===== config.mk =====
export PLATFORM = sky130hd
export DESIGN_NAME = ysyx_25060170_wbu_pipe_flat
export DESIGN_NICKNAME = d
export VERILOG_FILES = /design/src/rtl/ysyx_25060170_wbu_pipe_pkg.sv /design/src/rtl/ysyx_25060170_wbu_pipe_if.sv /design/src/rtl/ysyx_25060170_load_fmt.sv /design/src/rtl/ysyx_25060170_wbu_pipe.sv /design/src/flat_wrapper.sv
export SDC_FILE = /design/constraint.sdc
export NUM_CORES = 1
export LEC_CHECK = 0
export ABC_AREA = 1
export CAP_MARGIN = 40
export CORE_MARGIN = 2
export CORE_UTILIZATION = 32
export DETAILED_ROUTE_END_ITERATION = 6
export PLACE_DENSITY = 0.64
export SETUP_SLACK_MARGIN = 0.3
export SYNTH_ARGS = -nofsm -noshare
export SYNTH_HDL_FRONTEND = slang
export SYNTH_SLANG_ARGS = --single-unit

===== constraint.sdc =====
create_clock -name clk -period 1.67 [get_ports clk]
set_input_delay 0.4175 -clock clk [delete_from_list [all_inputs] [get_ports clk]]
set_output_delay 0.4175 -clock clk [all_outputs]
set_load 0.01 [all_outputs]

===== src/rtl/ysyx_25060170_wbu_pipe_pkg.sv =====
// Shared encodings for the write-back stage: source select, load funct3 and FSM states.
package ysyx_25060170_wbu_pipe_pkg;

  localparam int unsigned WB_SEL_W = 2;
  localparam int unsigned FMT_W    = 3;

  typedef enum logic [WB_SEL_W-1:0] {
    WB_ALU = 2'd0,
    WB_MEM = 2'd1,
    WB_PC4 = 2'd2,
    WB_CSR = 2'd3
  } wb_sel_e;

  localparam logic [FMT_W-1:0] LF_LB  = 3'b000;
  localparam logic [FMT_W-1:0] LF_LH  = 3'b001;
  localparam logic [FMT_W-1:0] LF_LW  = 3'b010;
  localparam logic [FMT_W-1:0] LF_LBU = 3'b100;
  localparam logic [FMT_W-1:0] LF_LHU = 3'b101;

  typedef enum logic [1:0] {
    IDLE     = 2'd0,
    WAIT_MEM = 2'd1,
    WB       = 2'd2
  } state_e;

endpackage


===== src/rtl/ysyx_25060170_wbu_pipe_if.sv =====
// Bus bundle between EXU/LSU/IFU/GPR/difftest and the write-back stage.
interface ysyx_25060170_wbu_pipe_if #(
  parameter int unsigned XLEN   = 32,
  parameter int unsigned REG_AW = 5,
  parameter int unsigned CNT_W  = 64
);
  logic              in_valid;
  logic              in_ready;
  logic [XLEN-1:0]   in_pc;
  logic [XLEN-1:0]   in_alu_result;
  logic [XLEN-1:0]   in_next_pc;
  logic [REG_AW-1:0] in_rd;
  logic              in_reg_we;
  logic [1:0]        in_wb_sel;
  logic [XLEN-1:0]   in_csr_rdata;
  logic [2:0]        in_load_fmt;
  logic              mem_rvalid;
  logic [XLEN-1:0]   mem_rdata;
  logic              out_valid;
  logic              out_ready;
  logic [XLEN-1:0]   out_pc_next;
  logic              gpr_we;
  logic [REG_AW-1:0] gpr_waddr;
  logic [XLEN-1:0]   gpr_wdata;
  logic              commit_valid;
  logic [XLEN-1:0]   commit_pc;
  logic [CNT_W-1:0]  retire_cnt;
  logic              load_misalign;

  modport master (
    output in_valid, in_pc, in_alu_result, in_next_pc, in_rd, in_reg_we,
           in_wb_sel, in_csr_rdata, in_load_fmt, mem_rvalid, mem_rdata, out_ready,
    input  in_ready, out_valid, out_pc_next, gpr_we, gpr_waddr, gpr_wdata,
           commit_valid, commit_pc, retire_cnt, load_misalign
  );

  modport slave (
    input  in_valid, in_pc, in_alu_result, in_next_pc, in_rd, in_reg_we,
           in_wb_sel, in_csr_rdata, in_load_fmt, mem_rvalid, mem_rdata, out_ready,
    output in_ready, out_valid, out_pc_next, gpr_we, gpr_waddr, gpr_wdata,
           commit_valid, commit_pc, retire_cnt, load_misalign
  );
endinterface


===== src/rtl/ysyx_25060170_load_fmt.sv =====
// Combinational load formatter: lane-shifts a word-aligned beat, extends it and flags misalignment.
module ysyx_25060170_load_fmt
  import ysyx_25060170_wbu_pipe_pkg::*;
#(
  parameter int unsigned XLEN = 32
) (
  input  logic [1:0]      addr_i,
  input  logic [2:0]      fmt_i,
  input  logic [XLEN-1:0] rdata_i,
  output logic [XLEN-1:0] data_c_o,
  output logic            misalign_c_o
);

  logic [7:0]  byte_sel;
  logic [15:0] half_sel;

  always_comb begin
    byte_sel     = 8'(rdata_i >> {addr_i, 3'b000});
    half_sel     = 16'(rdata_i >> {addr_i, 3'b000});
    data_c_o     = '0;
    misalign_c_o = 1'b0;
    case (fmt_i)
      LF_LB:  data_c_o = {{(XLEN-8){byte_sel[7]}}, byte_sel};
      LF_LBU: data_c_o = {{(XLEN-8){1'b0}}, byte_sel};
      LF_LH: begin
        data_c_o     = {{(XLEN-16){half_sel[15]}}, half_sel};
        misalign_c_o = addr_i[0];
      end
      LF_LHU: begin
        data_c_o     = {{(XLEN-16){1'b0}}, half_sel};
        misalign_c_o = addr_i[0];
      end
      LF_LW: begin
        data_c_o     = rdata_i;
        misalign_c_o = (addr_i != 2'b00);
      end
      default: data_c_o = '0;
    endcase
  end

endmodule


===== src/rtl/ysyx_25060170_wbu_pipe.sv =====
// Handshaked write-back stage: captures a retiring instruction, waits for load data,
// writes the GPR once, commits, and offers the next PC to IFU.
module ysyx_25060170_wbu_pipe
  import ysyx_25060170_wbu_pipe_pkg::*;
#(
  parameter int unsigned     XLEN     = 32,
  parameter int unsigned     REG_AW   = 5,
  parameter int unsigned     CNT_W    = 64,
  parameter logic [XLEN-1:0] RESET_PC = XLEN'(32'h8000_0000)
) (
  input logic                      clk,
  input logic                      rst,
  ysyx_25060170_wbu_pipe_if.slave  bus
);

  state_e            state_q, state_d;
  logic              in_ready_q, in_ready_d;
  logic              out_valid_q, out_valid_d;
  logic [XLEN-1:0]   out_pc_next_q, out_pc_next_d;
  logic              gpr_we_q, gpr_we_d;
  logic [REG_AW-1:0] gpr_waddr_q, gpr_waddr_d;
  logic [XLEN-1:0]   gpr_wdata_q, gpr_wdata_d;
  logic              commit_valid_q, commit_valid_d;
  logic [XLEN-1:0]   commit_pc_q, commit_pc_d;
  logic [CNT_W-1:0]  retire_cnt_q, retire_cnt_d;
  logic              misalign_q, misalign_d;

  // Fields a load still needs after the handshake
  logic [XLEN-1:0]   pc_q, pc_d;
  logic [XLEN-1:0]   next_pc_q, next_pc_d;
  logic [REG_AW-1:0] rd_q, rd_d;
  logic              reg_we_q, reg_we_d;
  logic [1:0]        addr_q, addr_d;
  logic [2:0]        fmt_q, fmt_d;

  logic [XLEN-1:0]   fmt_data;
  logic              fmt_misalign;
  logic [XLEN-1:0]   direct_data;

  ysyx_25060170_load_fmt #(.XLEN(XLEN)) u_load_fmt (
    .addr_i       (addr_q),
    .fmt_i        (fmt_q),
    .rdata_i      (bus.mem_rdata),
    .data_c_o     (fmt_data),
    .misalign_c_o (fmt_misalign)
  );

  // Write-back value for every source that needs no memory beat
  always_comb begin
    direct_data = '0;
    case (wb_sel_e'(bus.in_wb_sel))
      WB_ALU:  direct_data = bus.in_alu_result;
      WB_PC4:  direct_data = bus.in_pc + XLEN'(4);
      WB_CSR:  direct_data = bus.in_csr_rdata;
      default: direct_data = '0;
    endcase
  end

  always_comb begin
    state_d        = state_q;
    in_ready_d     = in_ready_q;
    out_valid_d    = out_valid_q;
    out_pc_next_d  = out_pc_next_q;
    gpr_we_d       = 1'b0;
    gpr_waddr_d    = gpr_waddr_q;
    gpr_wdata_d    = gpr_wdata_q;
    commit_valid_d = 1'b0;
    commit_pc_d    = commit_pc_q;
    retire_cnt_d   = retire_cnt_q;
    misalign_d     = misalign_q;
    pc_d           = pc_q;
    next_pc_d      = next_pc_q;
    rd_d           = rd_q;
    reg_we_d       = reg_we_q;
    addr_d         = addr_q;
    fmt_d          = fmt_q;

    case (state_q)
      IDLE: begin
        if (bus.in_valid) begin
          pc_d       = bus.in_pc;
          next_pc_d  = bus.in_next_pc;
          rd_d       = bus.in_rd;
          reg_we_d   = bus.in_reg_we;
          addr_d     = bus.in_alu_result[1:0];
          fmt_d      = bus.in_load_fmt;
          in_ready_d = 1'b0;
          if (wb_sel_e'(bus.in_wb_sel) == WB_MEM) begin
            state_d = WAIT_MEM;
          end else begin
            state_d        = WB;
            out_valid_d    = 1'b1;
            out_pc_next_d  = bus.in_next_pc;
            gpr_we_d       = bus.in_reg_we && (bus.in_rd != '0);
            gpr_waddr_d    = bus.in_rd;
            gpr_wdata_d    = direct_data;
            commit_valid_d = 1'b1;
            commit_pc_d    = bus.in_pc;
            retire_cnt_d   = retire_cnt_q + CNT_W'(1);
          end
        end
      end
      WAIT_MEM: begin
        if (bus.mem_rvalid) begin
          state_d        = WB;
          out_valid_d    = 1'b1;
          out_pc_next_d  = next_pc_q;
          gpr_we_d       = reg_we_q && (rd_q != '0) && !fmt_misalign;
          gpr_waddr_d    = rd_q;
          gpr_wdata_d    = fmt_data;
          commit_valid_d = 1'b1;
          commit_pc_d    = pc_q;
          retire_cnt_d   = retire_cnt_q + CNT_W'(1);
          misalign_d     = misalign_q | fmt_misalign;
        end
      end
      WB: begin
        if (bus.out_ready) begin
          state_d     = IDLE;
          in_ready_d  = 1'b1;
          out_valid_d = 1'b0;
        end
      end
      default: begin
        state_d     = IDLE;
        in_ready_d  = 1'b1;
        out_valid_d = 1'b0;
      end
    endcase
  end

  always_ff @(posedge clk or negedge rst) begin
    if (!rst) begin
      state_q        <= IDLE;
      in_ready_q     <= 1'b1;
      out_valid_q    <= 1'b0;
      out_pc_next_q  <= RESET_PC;
      gpr_we_q       <= 1'b0;
      gpr_waddr_q    <= '0;
      gpr_wdata_q    <= '0;
      commit_valid_q <= 1'b0;
      commit_pc_q    <= '0;
      retire_cnt_q   <= '0;
      misalign_q     <= 1'b0;
      pc_q           <= '0;
      next_pc_q      <= '0;
      rd_q           <= '0;
      reg_we_q       <= 1'b0;
      addr_q         <= '0;
      fmt_q          <= '0;
    end else begin
      state_q        <= state_d;
      in_ready_q     <= in_ready_d;
      out_valid_q    <= out_valid_d;
      out_pc_next_q  <= out_pc_next_d;
      gpr_we_q       <= gpr_we_d;
      gpr_waddr_q    <= gpr_waddr_d;
      gpr_wdata_q    <= gpr_wdata_d;
      commit_valid_q <= commit_valid_d;
      commit_pc_q    <= commit_pc_d;
      retire_cnt_q   <= retire_cnt_d;
      misalign_q     <= misalign_d;
      pc_q           <= pc_d;
      next_pc_q      <= next_pc_d;
      rd_q           <= rd_d;
      reg_we_q       <= reg_we_d;
      addr_q         <= addr_d;
      fmt_q          <= fmt_d;
    end
  end

  assign bus.in_ready      = in_ready_q;
  assign bus.out_valid     = out_valid_q;
  assign bus.out_pc_next   = out_pc_next_q;
  assign bus.gpr_we        = gpr_we_q;
  assign bus.gpr_waddr     = gpr_waddr_q;
  assign bus.gpr_wdata     = gpr_wdata_q;
  assign bus.commit_valid  = commit_valid_q;
  assign bus.commit_pc     = commit_pc_q;
  assign bus.retire_cnt    = retire_cnt_q;
  assign bus.load_misalign = misalign_q;

endmodule


===== src/flat_wrapper.sv =====
// flat-port wrapper written by rule: the top's interface ports become plain ports
module ysyx_25060170_wbu_pipe_flat import ysyx_25060170_wbu_pipe_pkg::*;
#(
  parameter int unsigned     XLEN     = 32,
  parameter int unsigned     REG_AW   = 5,
  parameter int unsigned     CNT_W    = 64,
  parameter logic [XLEN-1:0] RESET_PC = XLEN'(32'h8000_0000)
)
  (clk, rst, bus_in_valid, bus_in_pc, bus_in_alu_result, bus_in_next_pc, bus_in_rd, bus_in_reg_we, bus_in_wb_sel, bus_in_csr_rdata, bus_in_load_fmt, bus_mem_rvalid, bus_mem_rdata, bus_out_ready, bus_in_ready, bus_out_valid, bus_out_pc_next, bus_gpr_we, bus_gpr_waddr, bus_gpr_wdata, bus_commit_valid, bus_commit_pc, bus_retire_cnt, bus_load_misalign);
  ysyx_25060170_wbu_pipe_if #(.XLEN(XLEN), .REG_AW(REG_AW), .CNT_W(CNT_W)) bus_i ();
  input logic clk;
  input logic rst;
  input wire logic [$bits(bus_i.in_valid)-1:0] bus_in_valid;
  input wire logic [$bits(bus_i.in_pc)-1:0] bus_in_pc;
  input wire logic [$bits(bus_i.in_alu_result)-1:0] bus_in_alu_result;
  input wire logic [$bits(bus_i.in_next_pc)-1:0] bus_in_next_pc;
  input wire logic [$bits(bus_i.in_rd)-1:0] bus_in_rd;
  input wire logic [$bits(bus_i.in_reg_we)-1:0] bus_in_reg_we;
  input wire logic [$bits(bus_i.in_wb_sel)-1:0] bus_in_wb_sel;
  input wire logic [$bits(bus_i.in_csr_rdata)-1:0] bus_in_csr_rdata;
  input wire logic [$bits(bus_i.in_load_fmt)-1:0] bus_in_load_fmt;
  input wire logic [$bits(bus_i.mem_rvalid)-1:0] bus_mem_rvalid;
  input wire logic [$bits(bus_i.mem_rdata)-1:0] bus_mem_rdata;
  input wire logic [$bits(bus_i.out_ready)-1:0] bus_out_ready;
  output wire logic [$bits(bus_i.in_ready)-1:0] bus_in_ready;
  output wire logic [$bits(bus_i.out_valid)-1:0] bus_out_valid;
  output wire logic [$bits(bus_i.out_pc_next)-1:0] bus_out_pc_next;
  output wire logic [$bits(bus_i.gpr_we)-1:0] bus_gpr_we;
  output wire logic [$bits(bus_i.gpr_waddr)-1:0] bus_gpr_waddr;
  output wire logic [$bits(bus_i.gpr_wdata)-1:0] bus_gpr_wdata;
  output wire logic [$bits(bus_i.commit_valid)-1:0] bus_commit_valid;
  output wire logic [$bits(bus_i.commit_pc)-1:0] bus_commit_pc;
  output wire logic [$bits(bus_i.retire_cnt)-1:0] bus_retire_cnt;
  output wire logic [$bits(bus_i.load_misalign)-1:0] bus_load_misalign;
  assign bus_i.in_valid = bus_in_valid;
  assign bus_i.in_pc = bus_in_pc;
  assign bus_i.in_alu_result = bus_in_alu_result;
  assign bus_i.in_next_pc = bus_in_next_pc;
  assign bus_i.in_rd = bus_in_rd;
  assign bus_i.in_reg_we = bus_in_reg_we;
  assign bus_i.in_wb_sel = bus_in_wb_sel;
  assign bus_i.in_csr_rdata = bus_in_csr_rdata;
  assign bus_i.in_load_fmt = bus_in_load_fmt;
  assign bus_i.mem_rvalid = bus_mem_rvalid;
  assign bus_i.mem_rdata = bus_mem_rdata;
  assign bus_i.out_ready = bus_out_ready;
  assign bus_in_ready = bus_i.in_ready;
  assign bus_out_valid = bus_i.out_valid;
  assign bus_out_pc_next = bus_i.out_pc_next;
  assign bus_gpr_we = bus_i.gpr_we;
  assign bus_gpr_waddr = bus_i.gpr_waddr;
  assign bus_gpr_wdata = bus_i.gpr_wdata;
  assign bus_commit_valid = bus_i.commit_valid;
  assign bus_commit_pc = bus_i.commit_pc;
  assign bus_retire_cnt = bus_i.retire_cnt;
  assign bus_load_misalign = bus_i.load_misalign;
  ysyx_25060170_wbu_pipe #(.XLEN(XLEN), .REG_AW(REG_AW), .CNT_W(CNT_W), .RESET_PC(RESET_PC)) u_core (.clk(clk), .rst(rst), .bus(bus_i));
endmodule

==> metrics <==
Synthesis Warnings 0; PortBufs 345; FILL cells about 4100; slowest stage delay, CP 410 ps; Synth top area share 0.433; Top Layer Used met5; clk buf depth 3; FF-to-FF path depth 11; GRT Residual Overflow 0; metal1 wirelength 26.2 mm; Starting Density 0.322; Fin. Hold Viols 0; Post-Syn Nets 2161; dpl cells about 3000; Critical Path RT about 2100 ps; CP max stage cell dfrtp_1; ys flop type dfrtp_1; Final setup viols 40; WHS Endpoint u_core.pc_q[4]; clk_lat worst skew 580 ps; detailed-route wire length per cell 19.2 um; clock tree from TritonCTS yes; Syn Area/Cell slightly above 7 um^2; Core ar. 43900 um^2; initial antenna violation count 5; Via Count 16400; FF+latch count, synth 247; Critical Path End Type flip-flop; IO Count 346; TritonCTS Buffers 30; Core Util, Final 0.542; pre-CTS setup slack -740 ps; outcome complete, but fails checks; synth top area cells dfrtp_1 43%, nand2_1 20%, nor2_1 6.3%; reg2reg end u_core.bus.retire_cnt[15]; CP bufs+invs 2; HPWL after detailed placement 44.6 mm; global-route wire length before repair 90.5 mm; Mapped Cells 1983; H-tree Lvls 1; Die X 214 um; r2r setup slk -120 ps; Reg clk slew, reported paths ~60 ps; Final WS setup -117 ps; Hold/Removal Path Class in2reg; ys async rst share 1.00; failing checks setup timing; Multi-input gate area 8270 um^2; area leader, netlist dfrtp_1; CP top delay family simple AND/OR/NAND/NOR gates; Layout Cells excl Fill approximately 3300; DR DRC count 0; Setup CP Type reg2reg; Pleak between 0.01 and 0.015 uW; Hold Startpoint bus_in_pc[4]; CP Cell Sequence inv_2 > nand2_4 > nor2_4 > nand2_4 > nand2_8 > buf_4 > nand3_2 > nor2_4 > nand2_2 > nor2_2 > xor2_1; most frequent cells in the layout 690 x nand2_1, 303 x buf_4, 219 x dfrtp_1; synthesized cell area 14100 um^2; Reg-to-Reg Start u_core.state_q[1]; clock skew 17.5 ps; number of synthesized flops with an enable pin 0; Critical Path Source Type flip-flop; 1st-pass router iterations 6; Worst slew margin 0.703; Slew Limit Fails 0; Worst Hold Depth 4; Final period util 1.07; critical path fanouts, max 6; CTS root buffer clkbuf_16; sequential standard cell area 6220 um^2; Seq/Total Area, Yosys 0.437; RSZ-0062 raised after global routing yes; met2 wire len 30.2 mm; max_cap viols 0; Post-DRT Antenna Nets 0; row count 77; largest net degree at the start of global routing 62; wire length on met3 4.40 mm; Die H 214 um; FMAX 0.560 GHz; gpl congestion 0.963; Netlist cell types 42; share of layout cells above drive strength 1 0.358; Worst-Margin Slew 442 ps; peak supply drop 0.000898 V; DRT Wirelength approximately 63 mm; Die ar. 45900 um^2; area delta synth->final 68.4%; Total GRT Usage 0.250; Data arrival, critical path 2260 ps; drt via density 4.98; Sink Count 247; pwr dens around 1400 nW/um^2; vias in the first global route 15800; most common cell after layout, fill and taps aside nand2_1; Tmin final 1790 ps; DRT iter0 DRCs 1576; # nets final 2856
-- repair_timing --
action | CTS | global route
hold buffers | 1 | 0
gates cloned | 1 | 14
resized for setup | 912 | 335
endpoints found under the hold margin | 32 | 0
pin swaps | 30 | 122
setup endpoints to repair | 414 | 414
setup buffers | 115 | 32
-- worst max-delay path by stage --
| stage | from | end | slack [ps] | cells past startpoint |
|---|---|---|---|---|
| after floorplan | u_core.bus.retire_cnt[1] | u_core.bus.retire_cnt[52] | 90 | 10 |
| after global placement | bus_in_pc[16] | u_core.bus.gpr_wdata[27] | -700 | 11 |
| after detailed placement | bus_in_pc[9] | u_core.bus.gpr_wdata[27] | -740 | 13 |
| after CTS | u_core.state_q[1] | u_core.bus.retire_cnt[39] | -90 | 11 |
| after global routing | u_core.state_q[1] | u_core.bus.retire_cnt[8] | -180 | 11 |
| final | u_core.state_q[1] | u_core.bus.retire_cnt[15] | -120 | 11 |
-- worst min-delay path: stages --
cell	delay, ps
dlymetal6s2s_1	150
buf_6	150
nand2_1	60
nand2_1	50
-- cell usage after synthesis, types with 2 or more instances --
| cell type | instances |
|---|---|
| nand3b_1 | 3 |
| nand2_2 | 12 |
| nor2_2 | 18 |
| nor2_1 | 238 |
| a22o_1 | 14 |
| nor3_1 | 22 |
| nor2_8 | 2 |
| a31oi_1 | 75 |
| nand3_4 | 4 |
| inv_2 | 9 |
| o21ai_0 | 88 |
| nand2_4 | 3 |
| buf_4 | 12 |
| nand3_2 | 3 |
| ha_1 | 2 |
| o211ai_1 | 7 |
| clkbuf_1 | 38 |
| buf_2 | 34 |
| dfrtp_1 | 245 |
| xor2_1 | 28 |
| xnor2_1 | 16 |
| o22ai_1 | 11 |
| inv_1 | 142 |
| nor3_2 | 6 |
| nand3_1 | 105 |
| nor2_4 | 14 |
| dfstp_2 | 2 |
| nand4_1 | 11 |
| buf_1 | 4 |
| a21oi_1 | 53 |
| o21ai_1 | 7 |
| nand2_1 | 743 |
| o21bai_1 | 3 |
-- registers in the layout, summed over array words and instances, names as in the netlist, 2 cells and up --
register and flops:
u_core.addr_q 2, u_core.bus.commit_pc 32, u_core.next_pc_q 32, u_core.bus.gpr_wdata 32, u_core.state_q 2, u_core.fmt_q 3
u_core.bus.retire_cnt 64, u_core.pc_q 32, u_core.bus.gpr_waddr 5, u_core.rd_q 5, u_core.bus.out_pc_next 32
-- per-stage QoR --
| step | cell area, um^2 | setup TNS [ps] | hold WS (ps) | total power [uW] |
|---|---|---|---|---|
| after floorplan | 14400 | 0 | 122 | 16500 |
| after global placement | 20100 | -107670 | 354 | 23300 |
| after detailed placement | 20100 | -111310 | 352 | 23500 |
| after CTS | 22000 | -2650 | 309 | 30900 |
| after global routing | 23800 | -8580 | 289 | 35300 |
| final | 23800 | -1780 | 302 | 33400 |
-- power breakdown --
group / internal (uW) / switching [uW]
Combinational: 7680 / 9110
Clock: 3940 / 2730
Sequential: 8320 / 1590
Total: 19900 / 13400
-- area by class of cell --
class / instances / area share
repair buffers: 751 / 0.293
multi-input cells: 1497 / 0.347
well taps: 592 / 0.0311
clock buffers: 46 / 0.0387
flip-flops and latches: 247 / 0.261
clock inverters: 9 / 0.00357
inverters: 151 / 0.0247
diodes: 3 / 0.000315
-- per-layer routing --
metal,vias to the layer above,track usage
met1,7880,0.334
met3,126,0.0394
met5,-,0
met4,2,0.0822
met2,659,0.415
li1,7737,-
-- cell families (layout without fill, tap and decap cells) --
| family | count (synthesis) | in the layout | share of synthesized area |
|---|---|---|---|
| AO/OA/AOI/OAI | 260 | 260 | 0.106 |
| flip-flops | 247 | 247 | 0.437 |
| XOR/XNOR | 44 | 44 | 0.0272 |
| AND/OR/NAND/NOR | 1191 | 1191 | 0.359 |
| adder cells (fa/ha/maj) | 2 | 2 | 0.00177 |
| other | 0 | 3 | 0 |
| buffers and inverters | 239 | 957 | 0.0696 |
No activity file was read; power rests on OpenSTA's default activity.
